===== src/rtl/des_key_sched.sv =====
// DES key-schedule responder: loads a key, checks byte parity, applies PC-1 and
// precomputes the sixteen rotated C||D round values for indexed sub-key lookup.
module des_key_sched #(
    parameter bit CHECK_PARITY = 1'b1
) (
    input  logic        clk_in,
    input  logic        rst_in,
    input  logic [63:0] key_in,
    input  logic        key_in_valid,
    input  logic        sub_key_req_valid_in,
    input  logic [3:0]  sub_key_req_idx_in,
    output logic [55:0] sub_key_out,
    output logic [3:0]  sub_key_idx_out,
    output logic        sub_key_out_valid,
    output logic        sub_key_req_err_out,
    output logic        check_done_out,
    output logic        check_error_out,
    output logic        key_ready_out
);
    localparam int unsigned KEY_W  = 64;
    localparam int unsigned CD_W   = 56;
    localparam int unsigned HALF_W = 28;
    localparam int unsigned ROUNDS = 16;
    localparam int unsigned IDX_W  = 4;

    // Bit r set: round r rotates by one place, otherwise by two.
    localparam logic [ROUNDS-1:0] SHIFT_ONE = 16'b1000_0001_0000_0011;

    // PC-1 in FIPS bit numbering (bit 1 = key MSB); first 28 entries form C.
    localparam int unsigned PC1 [CD_W] = '{
        57, 49, 41, 33, 25, 17,  9,  1, 58, 50, 42, 34, 26, 18,
        10,  2, 59, 51, 43, 35, 27, 19, 11,  3, 60, 52, 44, 36,
        63, 55, 47, 39, 31, 23, 15,  7, 62, 54, 46, 38, 30, 22,
        14,  6, 61, 53, 45, 37, 29, 21, 13,  5, 28, 20, 12,  4
    };

    typedef enum logic [1:0] {S_IDLE, S_CHECK, S_GEN, S_READY} state_t;

    function automatic logic [CD_W-1:0] pc1(input logic [KEY_W-1:0] k);
        logic [CD_W-1:0] r;
        r = '0;
        for (int i = 0; i < CD_W; i++) begin
            r[CD_W-1-i] = k[KEY_W-PC1[i]];
        end
        return r;
    endfunction

    function automatic logic parity_bad(input logic [KEY_W-1:0] k);
        logic bad;
        bad = 1'b0;
        for (int b = 0; b < KEY_W / 8; b++) begin
            if (!(^k[8*b +: 8])) bad = 1'b1;
        end
        return bad;
    endfunction

    function automatic logic [HALF_W-1:0] rotl(input logic [HALF_W-1:0] v, input logic by_one);
        return by_one ? {v[HALF_W-2:0], v[HALF_W-1]} : {v[HALF_W-3:0], v[HALF_W-1:HALF_W-2]};
    endfunction

    state_t            state;
    logic [IDX_W-1:0]  cnt;
    logic [CD_W-1:0]   cd;
    logic [CD_W-1:0]   cd_next;
    logic              par_err;
    logic              tbl_valid;
    logic [CD_W-1:0]   round_tbl [ROUNDS];
    logic              by_one;

    always_comb begin
        by_one  = SHIFT_ONE[cnt];
        cd_next = {rotl(cd[CD_W-1:HALF_W], by_one), rotl(cd[HALF_W-1:0], by_one)};
    end

    // Table data is not reset; tbl_valid gates every read.
    always_ff @(posedge clk_in) begin
        if (rst_in) begin
            state               <= S_IDLE;
            cnt                 <= '0;
            cd                  <= '0;
            par_err             <= 1'b0;
            tbl_valid           <= 1'b0;
            sub_key_out         <= '0;
            sub_key_idx_out     <= '0;
            sub_key_out_valid   <= 1'b0;
            sub_key_req_err_out <= 1'b0;
            check_done_out      <= 1'b0;
            check_error_out     <= 1'b0;
            key_ready_out       <= 1'b0;
        end else begin
            sub_key_out_valid   <= 1'b0;
            sub_key_req_err_out <= 1'b0;
            check_done_out      <= 1'b0;
            key_ready_out       <= (state == S_READY);

            // A request coinciding with a new load still reads the old table.
            if (sub_key_req_valid_in) begin
                if (state == S_READY && tbl_valid) begin
                    sub_key_out       <= round_tbl[sub_key_req_idx_in];
                    sub_key_idx_out   <= sub_key_req_idx_in;
                    sub_key_out_valid <= 1'b1;
                end else begin
                    sub_key_req_err_out <= 1'b1;
                end
            end

            case (state)
                S_IDLE, S_READY: begin
                    if (key_in_valid) begin
                        cd        <= pc1(key_in);
                        par_err   <= CHECK_PARITY & parity_bad(key_in);
                        tbl_valid <= 1'b0;
                        state     <= S_CHECK;
                    end
                end
                S_CHECK: begin
                    check_done_out  <= 1'b1;
                    check_error_out <= par_err;
                    if (par_err) begin
                        state <= S_IDLE;
                    end else begin
                        cnt   <= '0;
                        state <= S_GEN;
                    end
                end
                S_GEN: begin
                    round_tbl[cnt] <= cd_next;
                    cd             <= cd_next;
                    cnt            <= cnt + IDX_W'(1);
                    if (cnt == IDX_W'(ROUNDS - 1)) begin
                        tbl_valid <= 1'b1;
                        state     <= S_READY;
                    end
                end
                default: state <= S_IDLE;
            endcase
        end
    end
endmodule

===== config.mk =====
export PLATFORM = sky130hd
export DESIGN_NAME = des_key_sched
export DESIGN_NICKNAME = d
export VERILOG_FILES = /design/src/rtl/des_key_sched.sv
export SDC_FILE = /design/constraint.sdc
export NUM_CORES = 1
export LEC_CHECK = 0
export ABC_AREA = 1
export BUFFER_PORTS_ARGS = -buffer_cell sky130_fd_sc_hd__buf_4
export CORE_MARGIN = 2
export CORE_UTILIZATION = 45
export CTS_CLUSTER_SIZE = 40
export DETAILED_ROUTE_END_ITERATION = 10
export GPL_TIMING_DRIVEN = 0
export PLACE_DENSITY_LB_ADDON = 0.25
export SYNTH_ARGS = -nofsm -noshare
export SYNTH_HDL_FRONTEND = slang
export SYNTH_SLANG_ARGS = --single-unit

===== constraint.sdc =====
create_clock -name clk_in -period 3.9 [get_ports clk_in]
set_input_delay 0.195 -clock clk_in [delete_from_list [all_inputs] [get_ports clk_in]]
set_output_delay 0.195 -clock clk_in [all_outputs]
set_load 0.02 [all_outputs]

==> impl_results.md <==
* Complex-gate fraction of the synthesized area at 0.128
* Synth-to-Final Area Change at 17.5%
* Clock power share at 0.348
* Remaining design rule violation count at 0
* IO buf count at 134
* DP Wirelength at 91.4 mm
* WL per Instance at 25.7 microns
* Max incr delay on CP at 0.74 ns
* Max-slew headroom at -0.00721
* Die area at 0.0951 sq mm
* Min Hold Slack at 0.0626 ns
* Worst min path class: in -> reg
* Met2 Track Usage GR at 0.453
* Clock root buffer: clkbuf_16
* Actual slew at the worst max-slew pin at approximately 1.5 ns
* Vias at 30.6k
* Switching share of total power at 0.287
* Die Wd at just over 300 microns
* Final Max Slew Viols at 11
* Hold Crit Depth at 5
* Placed inst area at between 0.04 and 0.05 sq mm
* Cells after Synth at 3580
* DRT iter0 DRCs at 4441
* CP max-delay cell: buf_1
* Worst VDD drop at between 0.3 and 0.4 mV
* RSZ-0062 raised after global routing: false
* Family with the most delay on the worst path: buffers and inverters
* Post-synthesis cell type count at 29
* Max-capacitance violation count at 1
* FF-to-FF path depth at 9
* Share of the synthesized area in the top cell type at 0.645
* Share of the clock period used by the worst path at 0.733
* Asr flop ratio synth at 0
* Placer Congestion at 0.884
* CTS Sinks at ~1.0k
* Cts bufs inserted at ~100
* Initial antenna violation count at 6
* Final Hold Fails at 0
* Drt pass-1 iters at 6
* First-pass GRT wire length at 194 mm
* Synthesized area per cell at 11.6 sq um
* Setup crit start kind: register
* Outcome: complete, but fails checks
* Critical Path, Cell by Cell: ha_1 -> nand2_1 -> nor2_2 -> buf_8 -> buf_2 -> buf_1 -> nand3_1 -> nand2_1 -> inv_1
* Reg clk slew, reported paths at around 0.060 ns
* EDFF count, synth at around 900
* CP max FO at 10
* Met1 usage at 0.386
* Lkg Pwr at 17.0 nW
* Post-Synth Adder-Cell Area at 0.00240
* Cell mode on critical path: nand2_1
* Fraction of the yosys area taken by sequential cells at 0.708
* I/O pin count at 137
* Initial Utilization at 0.454
* Vias in the first global route at 28.8k
* Simple-gate share of the synthesized area at 0.119
* Final setup viols at 0
* Clk_skew at 0.0176 ns
* Die height at 308 microns
* Mapped Nets at 3660
* Post-Synth XOR/XNOR Area at 0.00756
* Combinational share of power at 0.156
* Pin count of the biggest net entering global routing at 26
* Mux share of post-synthesis cell area at 0
* Largest family of logic cells by synthesized area: compound AO/OA/AOI/OAI gates
* Power Density at 568 mW/mm^2
* CTS tree: yes
* Worst r2r dst: sub_key_out[44]$_SDFFE_PP0P_
* Sequential power share at 0.496
* Post-route ant nets at 0
* Top FF cell, synth: edfxtp_1
* #FFs+latches synth at 1026
* Kind of critical path: reg -> reg
* H-tree Lvls at 3
* Final #Nets at 3992
* Final worst path period need at 2.86 ns
* Total Routing Usage GR at 0.282
* FF-to-FF Start: state[0]$_SDFFE_PP0P_
* Mapped Area at 0.0417 sq mm
* Final Cell Area at 0.0490 sq mm
* Core Util, Final at 0.533
* Yosys warns at 0
* Hold worst-path end: cd[10]$_SDFFE_PP0P_
* R2r setup slk at 1.04 ns
* CTS max path bufs at 3
* Layout cells sized above 1 at 0.108
* Busiest grt layer: met2
* Internal at 19.8 mW
* Grt ovf at 0
* Fmax achieved at around 350 MHz
* Synth top area cells: edfxtp_1, o21ai_0, dfxtp_1
* Row cnt at 111
* Failing checks: capacitance limit, slew limit
* Core area at 0.0918 sq mm
* Vias per inst at 5.84
* Net Sw Power at 7.97 mW
* Buf+Inv Stages, Crit Path at 4
* CTS resizes at 0
* Crit path required time at between 4 and 5 ns
* Post-Route WL at 135 mm
* Crit path arrival time at 3.44 ns
* Met3 Use GR at 0.0407
* CP endpoint kind: register
* Worst-skew pair later-pin latency at slightly below 0.7 ns
* Hold wc startpoint: key_in[11]
* Post-synth top area cell: edfxtp_1
[flip-flops by register name (all words and copies together), names as in the netlist]
name and count:
by_one 1, cd 56, check_done_out 1, check_error_out 1
cnt 4, key_ready_out 1, par_err 1, round_tbl 896
state 2, sub_key_idx_out 4, sub_key_out 56, sub_key_out_valid 1
sub_key_req_err_out 1, tbl_valid 1
[power groups by stage]
stage,clock (mW),combinational (mW),sequential [mW]
final,9.67,4.34,13.8
after floorplan,0,2.27,13.9
after global placement,0,4.05,14.0
after detailed placement,0,4.18,14.0
after CTS,9.65,4.23,13.8
after global routing,10.1,4.64,13.8
[placed cells by master (no fill, tap or decap), types with 2 or more instances in the layout]
master / Yosys / layout
edfxtp_1: 896 / 896
nor2_1: 688 / 671
o21ai_0: 523 / 521
nand2_1: 437 / 437
o211ai_1: 186 / 186
buf_4: 25 / 160
clkbuf_1: 131 / 146
nand3_1: 133 / 133
dfxtp_1: 130 / 130
clkbuf_16: 0 / 99
a31oi_1: 91 / 91
inv_1: 76 / 76
dlygate4sd3_1: 0 / 58
buf_2: 55 / 55
o21ai_1: 49 / 51
o221ai_1: 36 / 36
buf_12: 0 / 32
xnor2_1: 24 / 24
clkinv_1: 0 / 23
buf_1: 22 / 22
clkinv_2: 0 / 19
nor2_4: 0 / 16
a21oi_1: 16 / 16
buf_6: 12 / 13
xor2_1: 12 / 12
o21a_1: 11 / 11
bufinv_16: 0 / 10
ha_1: 8 / 8
nand2b_1: 7 / 7
clkinvlp_4: 0 / 5
buf_16: 0 / 4
inv_2: 3 / 3
clkinv_8: 0 / 3
inv_6: 0 / 3
clkbuf_8: 0 / 3
nor3_1: 2 / 2
o22ai_1: 2 / 2
o2111ai_1: 2 / 2
[what timing repair did]
item,4_1_cts,5_1_grt
endpoints found under the hold margin,64,0
setup endpoints to repair,0,0
hold buffers,58,0
setup buffers,0,0
[metal layers]
metal,wire length [microns],vias up
met1,53000,14900
li1,-,13600
met5,0,-
met3,13800,274
met4,5330,0
met2,62500,1825
[stage by stage]
step	setup slack (ns)	instances	power, mW	TNS (ns)
3_3_place_gp	-3.23	4957	18.1	-2427.89
6_report	1.04	5238	27.8	0
5_1_grt	0.922	5237	28.5	0
4_1_cts	1.14	5237	27.7	0
3_5_place_dp	0.967	4996	18.2	0
2_1_floorplan	0.172	3580	16.2	0
[worst max path at each step]
stage,start,endpoint,slack (ns),depth (start not counted)
6_report,state[0]$_SDFFE_PP0P_,sub_key_out[44]$_SDFFE_PP0P_,1.04,9
5_1_grt,state[0]$_SDFFE_PP0P_,round_tbl[11][36]$_DFFE_PP_,0.92,8
4_1_cts,state[0]$_SDFFE_PP0P_,sub_key_out[44]$_SDFFE_PP0P_,1.14,9
3_5_place_dp,sub_key_req_idx_in[2],sub_key_out[11]$_SDFFE_PP0P_,0.97,7
3_3_place_gp,state[0]$_SDFFE_PP0P_,round_tbl[4][31]$_DFFE_PP_,-3.23,6
2_1_floorplan,state[0]$_SDFFE_PP0P_,round_tbl[0][0]$_DFFE_PP_,0.17,6
[kinds of logic after synthesis]
kind of cell	Yosys count
XOR/XNOR	36
buffers and inverters	325
AND/OR/NAND/NOR	1268
adder cells (fa/ha/maj)	8
AO/OA/AOI/OAI	917
flip-flops	1026
[synthesized netlist by cell type, drive strengths merged (16+ instances only)]
master / instances
edfxtp: 896
nor2: 688
o21ai: 572
nand2: 437
o211ai: 186
nand3: 133
clkbuf: 131
dfxtp: 130
buf: 114
a31oi: 91
inv: 80
o221ai: 36
xnor2: 24
a21oi: 16
[worst min-delay path: cells and delay by family]
kind / cells / cell delay, ns
compound gates: 2 / 0.16
simple gates: 1 / 0.12
buf+inv: 2 / 0.21
[final cells by class]
class | count | area, sq um
Tap cell | 1243 | 1560
Inverter | 80 | 303
Multi-Input combinational cell | 2229 | 10800
Buffer | 245 | 1170
Sequential cell | 1026 | 29500
Timing Repair Buffer | 231 | 2370
Clock inverter | 66 | 653
Antenna cell | 1 | 2.50
Fill cell | 7750 | 42800
Clock buffer | 117 | 2570
No activity file was read; power rests on OpenSTA's default activity.
